<file path="src/rtl/pipe_skid_reg_pkg.sv">
// Shared types for the elastic pipeline stage register.
// State encoding and payload width used by the skid register and its bus.
package pipe_pkg;

  localparam int WORD_W = 64;

  typedef enum logic [1:0] {
    EMPTY = 2'd0,
    ONE   = 2'd1,
    FULL  = 2'd2
  } pipe_state_t;

  function automatic logic [1:0] occ_of(pipe_state_t s);
    logic [1:0] o;
    o = 2'd0;
    case (s)
      ONE:     o = 2'd1;
      FULL:    o = 2'd2;
      default: o = 2'd0;
    endcase
    return o;
  endfunction

endpackage

</file>
<file path="src/rtl/pipe_skid_reg_if.sv">
// Valid/ready bus for the skid register: upstream and downstream sides.
// The master drives payloads and out_ready; the slave is the stage.
interface pipe_skid_reg_if #(
  parameter int WIDTH = pipe_pkg::WORD_W
);

  logic             in_valid;
  logic             in_ready;
  logic [WIDTH-1:0] in_data;
  logic             out_valid;
  logic             out_ready;
  logic [WIDTH-1:0] out_data;
  logic [1:0]       occupancy;

  modport master (
    output in_valid,
    output in_data,
    output out_ready,
    input  in_ready,
    input  out_valid,
    input  out_data,
    input  occupancy
  );

  modport slave (
    input  in_valid,
    input  in_data,
    input  out_ready,
    output in_ready,
    output out_valid,
    output out_data,
    output occupancy
  );

endinterface

</file>
<file path="src/rtl/pipe_data_reg.sv">
// Payload register with async reset, sync clear and load enable.
// Used for both the main (output) and skid entries.
module pipe_data_reg #(
  parameter int WIDTH = 64
) (
  input  logic             clk,
  input  logic             reset,
  input  logic             clr,
  input  logic             en,
  input  logic [WIDTH-1:0] d,
  output logic [WIDTH-1:0] q
);

  always_ff @(posedge clk or negedge reset) begin
    if (!reset) begin
      q <= '0;
    end else if (clr) begin
      q <= '0;
    end else if (en) begin
      q <= d;
    end
  end

endmodule

</file>
<file path="src/rtl/pipe_skid_reg.sv">
// Two-entry elastic stage register with registered in_ready and flush.
// Main entry feeds the output; skid entry catches one stalled payload.
module pipe_skid_reg
  import pipe_pkg::*;
#(
  parameter int WIDTH = WORD_W
) (
  input  logic           clk,
  input  logic           reset,
  input  logic           flush,
  pipe_skid_reg_if.slave bus
);

  pipe_state_t      state_q;
  pipe_state_t      state_d;
  logic             in_fire;
  logic             out_fire;
  logic             main_en;
  logic             skid_en;
  logic             main_from_skid;
  logic [WIDTH-1:0] main_d;
  logic [WIDTH-1:0] main_q;
  logic [WIDTH-1:0] skid_q;

  // Handshake outputs decode straight from the state register.
  assign bus.in_ready  = (state_q == EMPTY) || (state_q == ONE);
  assign bus.out_valid = (state_q == ONE) || (state_q == FULL);
  assign bus.occupancy = occ_of(state_q);
  assign bus.out_data  = main_q;

  assign in_fire  = bus.in_valid & bus.in_ready;
  assign out_fire = bus.out_valid & bus.out_ready;
  assign main_d   = main_from_skid ? skid_q : bus.in_data;

  always_comb begin
    state_d        = state_q;
    main_en        = 1'b0;
    skid_en        = 1'b0;
    main_from_skid = 1'b0;
    case (state_q)
      EMPTY: begin
        if (in_fire) begin
          main_en = 1'b1;
          state_d = ONE;
        end
      end
      ONE: begin
        if (in_fire && out_fire) begin
          main_en = 1'b1;
        end else if (in_fire) begin
          skid_en = 1'b1;
          state_d = FULL;
        end else if (out_fire) begin
          state_d = EMPTY;
        end
      end
      FULL: begin
        if (out_fire) begin
          main_en        = 1'b1;
          main_from_skid = 1'b1;
          state_d        = ONE;
        end
      end
      default: state_d = EMPTY;
    endcase
    if (flush) begin
      state_d = EMPTY;
      main_en = 1'b0;
      skid_en = 1'b0;
    end
  end

  always_ff @(posedge clk or negedge reset) begin
    if (!reset) begin
      state_q <= EMPTY;
    end else begin
      state_q <= state_d;
    end
  end

  pipe_data_reg #(.WIDTH(WIDTH)) u_main (
    .clk   (clk),
    .reset (reset),
    .clr   (flush),
    .en    (main_en),
    .d     (main_d),
    .q     (main_q)
  );

  pipe_data_reg #(.WIDTH(WIDTH)) u_skid (
    .clk   (clk),
    .reset (reset),
    .clr   (flush),
    .en    (skid_en),
    .d     (bus.in_data),
    .q     (skid_q)
  );

endmodule

</file>
<file path="src/flat_wrapper.sv">
// flat-port wrapper written by rule: the top's interface ports become plain ports
module pipe_skid_reg_flat import pipe_pkg::*;
#(
  parameter int WIDTH = WORD_W
)
  (clk, reset, flush, bus_in_valid, bus_in_data, bus_out_ready, bus_in_ready, bus_out_valid, bus_out_data, bus_occupancy);
  pipe_skid_reg_if #(.WIDTH(WIDTH)) bus_i ();
  input  logic clk;
  input  logic reset;
  input  logic flush;
  input wire logic [$bits(bus_i.in_valid)-1:0] bus_in_valid;
  input wire logic [$bits(bus_i.in_data)-1:0] bus_in_data;
  input wire logic [$bits(bus_i.out_ready)-1:0] bus_out_ready;
  output wire logic [$bits(bus_i.in_ready)-1:0] bus_in_ready;
  output wire logic [$bits(bus_i.out_valid)-1:0] bus_out_valid;
  output wire logic [$bits(bus_i.out_data)-1:0] bus_out_data;
  output wire logic [$bits(bus_i.occupancy)-1:0] bus_occupancy;
  assign bus_i.in_valid = bus_in_valid;
  assign bus_i.in_data = bus_in_data;
  assign bus_i.out_ready = bus_out_ready;
  assign bus_in_ready = bus_i.in_ready;
  assign bus_out_valid = bus_i.out_valid;
  assign bus_out_data = bus_i.out_data;
  assign bus_occupancy = bus_i.occupancy;
  pipe_skid_reg #(.WIDTH(WIDTH)) u_core (.clk(clk), .reset(reset), .flush(flush), .bus(bus_i));
endmodule
</file>
<file path="config.mk">
export PLATFORM = sky130hd
export DESIGN_NAME = pipe_skid_reg_flat
export DESIGN_NICKNAME = d
export VERILOG_FILES = /design/src/rtl/pipe_skid_reg_pkg.sv /design/src/rtl/pipe_skid_reg_if.sv /design/src/rtl/pipe_data_reg.sv /design/src/rtl/pipe_skid_reg.sv /design/src/flat_wrapper.sv
export SDC_FILE = /design/constraint.sdc
export NUM_CORES = 1
export LEC_CHECK = 0
export BUFFER_PORTS_ARGS = -buffer_cell sky130_fd_sc_hd__buf_2
export CAP_MARGIN = 30
export CORE_MARGIN = 3
export CORE_UTILIZATION = 35
export DETAILED_ROUTE_END_ITERATION = 8
export PLACE_DENSITY = 0.54
export SLEW_MARGIN = 0
export SYNTH_ARGS = -nofsm -noshare
export SYNTH_HDL_FRONTEND = slang
export SYNTH_HIERARCHICAL = 1
export SYNTH_SLANG_ARGS = --single-unit
</file>
<file path="constraint.sdc">
create_clock -name clk -period 4.4 [get_ports clk]
set_input_delay 0.88 -clock clk [delete_from_list [all_inputs] [get_ports clk]]
set_output_delay 0.88 -clock clk [all_outputs]
set_load 0.02 [all_outputs]
</file>
==> impl_metrics.csv <==
group,metric,value,unit
yosys,syn_area,6479,um^2
setup_path,endpoint,"u_core/u_main/q[20]",
route,routed-via-count,4258,
timing,maxSlewViolCount,0,
placement,gp_congestion,0.7309,
clock_network,cts_resized,0,
yosys,synth_top_family_by_area,"multiplexers",
floorplan,core,18090,um^2
route,wl,14260,um
clock_network,clk_pin_slew_worst_paths,0.06,ns
setup_path,r2r_start,"u_core/state_q[0]",
floorplan,die_w,142.1,um
clock_network,cts_setup_buffers,0,
setup_path,criticalPathCategory,"reg2reg",
global_route,grt_antenna_before_repair,0,
yosys,ys_warn_count,6,
floorplan,initial_core_util,0.3582,
power,ir_worst_vdd,341.7,uV
setup_path,worstPathMaxFanout,33,
power,power_density,510.2,nW/um^2
setup_path,path_cells,"inv_1, ha_1, nand2_4, o21ai_0, and2_4, buf_12, mux2i_1, nor2_1",
power,p_leak,0.003924,uW
clock_network,root_buffer,"clkbuf_16",
global_route,grt_overflow,0,
clock_network,cts_tree,"yes",
yosys,avgSynthCellArea,12.48,um^2
clock_network,cts_inserted_buffers,17,
clock_network,cts_hold_buffers,0,
floorplan,rows,49,
timing,skew,0.008940,ns
timing,hold_viol,0,
setup_path,cpPeakStageDelay,0.57,ns
yosys,synthSimpleGateAreaFrac,0.08304,
finish,n_fill_cell,1684,
yosys,synth_cell_types,27,
floorplan,die-area,20180,um^2
route,firstDrtPassIters,4,
placement,port-buffer-count,136,
setup_path,critPathArrivalTime,3.00,ns
timing,fmax,364.9,MHz
yosys,netlist_top_cells_area,"dfrtp_1 50%, mux2i_1 20%, mux2_4 11%",
setup_path,cp.required,4.66,ns
yosys,synth-seq-cells,130,
setup_path,setup.worst_path.start_class,"flop",
timing,maxSlewHeadroom,0.4191,
timing,timing.final.crit_share,0.6228,
clock_network,clockBufferDepth,2,
yosys,synthCells,519,
route,drt_iter0_markers,203,
setup_path,crit_path_end_kind,"flop",
yosys,synth_xor_area_frac,0,
clock_network,insertion_delay,0.41,ns
route,ant_nets,0,
route,drc,0,
min_path,min_path_type,"reg2reg",
yosys,synth-adder-area-share,0.01159,
route,viasPerCell,4.795,
timing,tns,0,ns
yosys,yosysTopAreaCellShare,0.5021,
floorplan,pin_count,137,
setup_path,crit_path_top_delay_cell,"and2_4",
setup_path,crit_path_start,"u_core/state_q[0]",
floorplan,fp.dieH,142.1,um
timing,grt_setup_unrepaired,"false",
finish,antenna_cells,0,
yosys,syn-num-nets,594,
clock_network,htree_levels,4,
yosys,synthMuxAreaShare,0.3374,
job,max-cap-violations,0,
finish,fin_nets,721,
clock_network,cts.sinks,130,
route,wl_per_cell,16.06,um
finish,syn_to_final_growth,20.43,%
power,finalPower,3981,uW
placement,dp_hpwl,9209,um
timing,fin_crit,2.740,ns
finish,layout-drive-gt1-share,0.3657,
yosys,synth_compound_area_frac,0.01197,
outcome,status,"finished clean",
yosys,seq_area_frac_synth,0.5021,
timing,worst_pin_slew,0.8713,ns
global_route,grt_usage,0.1466,
global_route,grt_pass1_vias,4559,
setup_path,r2r_setup_slack,1.66,ns
finish,fin_util,0.4314,
setup_path,r2r_end,"u_core/u_main/q[20]",
global_route,grt_pass1_wl,23650,um
setup_path,reg2reg_depth,8,
timing,setup_viol,0,
yosys,yosys.area.top_type,"dfrtp_1",
global_route,grt_start_max_net_pins,77,
==> worst max-delay path, delay by kind of cell (launching register included) <==
kind | cells | cell delay (ns)
buf+inv | 2 | 0.47
simple gates | 3 | 0.93
compound gates | 1 | 0.18
fa+ha+maj | 1 | 0.27
flops | 1 | 0.44
mux | 1 | 0.26
==> cell type report <==
cell class	instances	area, um^2	area share
Clock inverter	8	100.1	0.01283
Clock buffer	24	501.7	0.06430
Sequential cell	130	3253	0.4169
Tap cell	229	286.5	0.03672
Multi-Input combinational cell	349	2892	0.3706
Inverter	5	18.77	0.002405
Timing Repair Buffer	143	750.7	0.09622
==> placed cells by master, fill, tap and decap left out <==
cell type | netlist | layout
nor3_1 | 2 | 2
buf_4 | 0 | 8
nor2_1 | 129 | 129
clkbuf_8 | 0 | 5
buf_12 | 0 | 1
buf_2 | 1 | 134
nand2_1 | 3 | 2
inv_1 | 5 | 5
clkinvlp_4 | 0 | 1
ha_1 | 6 | 6
dfrtp_1 | 130 | 130
and3_1 | 1 | 1
clkinv_2 | 0 | 3
o22a_1 | 1 | 1
nand2b_1 | 1 | 1
clkbuf_1 | 0 | 2
a21oi_1 | 3 | 3
o211ai_1 | 1 | 1
a41oi_1 | 1 | 1
clkinv_4 | 0 | 2
mux2_2 | 15 | 15
mux2i_1 | 128 | 128
a31oi_1 | 1 | 1
or2_2 | 1 | 1
o21ai_0 | 3 | 3
nand2_4 | 0 | 1
and2_4 | 0 | 1
a211oi_1 | 1 | 1
bufinv_16 | 0 | 2
mux2_4 | 49 | 49
nor3b_2 | 0 | 1
a211o_1 | 1 | 1
clkbuf_16 | 0 | 17
==> worst min path at each step <==
stage,startpoint,endpoint,slack (ns),cells past startpoint
2_1_floorplan,u_core/u_skid/q[0],u_core/u_skid/q[0],0.48,2
3_3_place_gp,u_core/u_skid/q[13],u_core/u_skid/q[13],0.50,2
3_5_place_dp,u_core/u_main/q[30],u_core/u_main/q[30],0.50,2
4_1_cts,u_core/u_main/q[30],u_core/u_main/q[30],0.52,2
5_1_grt,u_core/u_skid/q[57],u_core/u_skid/q[57],0.54,2
6_report,u_core/u_main/q[30],u_core/u_main/q[30],0.51,2
==> synth_stat cells <==
library cell	number
o22a_1	1
a31oi_1	1
nor3b_1	1
nor2_1	129
buf_2	1
o21ai_0	3
buf_1	12
inv_1	5
a211oi_1	1
mux2_4	49
nand2b_1	1
mux2i_1	128
buf_6	8
and3_1	1
ha_1	6
mux2_2	15
a211o_1	1
clkbuf_2	2
nand2_1	3
dfrtp_1	130
a41oi_1	1
nor3_1	2
a21oi_1	3
buf_8	12
and2_1	1
or2_2	1
o211ai_1	1
==> per-stage QoR <==
step           cells  hold WS (ns)  area (um^2)  setup slack (ns)
3_5_place_dp     856        0.5045         7201             1.472
2_1_floorplan    519        0.4822         6479             2.295
3_3_place_gp     856        0.4981         7201             1.515
4_1_cts          888        0.5178         7802             1.661
6_report         888        0.5122         7802             1.660
5_1_grt          888        0.5414         7802             1.479
==> per-layer routing <==
| layer | vias to the layer above | wire length (um) | part of all wire | track usage |
|---|---|---|---|---|
| met5 | - | 0 | 0 | 0 |
| met4 | 0 | 198 | 0.014 | 0.05152 |
| li1 | 2024 | - | - | - |
| met2 | 87 | 7127 | 0.50 | 0.2437 |
| met3 | 13 | 563 | 0.039 | 0.03192 |
| met1 | 2134 | 6372 | 0.45 | 0.1893 |
==> state kept, by name, summed over array words and instances, names as in the netlist <==
register and flops:
u_core/state_q 2, u_core/u_main/q 64, u_core/u_skid/q 64
==> power breakdown <==
part / switching [uW] / leakage [uW] / internal [uW]
Sequential: 78.2 / 0.00179 / 1320
Clock: 506 / 0.000296 / 909
Combinational: 642 / 0.00184 / 524
Total: 1230 / 0.00392 / 2750
==> cells by family after synthesis <==
| group | count (synthesis) |
|---|---|
| buf+inv | 40 |
| mux | 192 |
| compound gates | 12 |
| simple gates | 139 |
| flops | 130 |
| fa+ha+maj | 6 |
(Power assumes the default switching activity.)
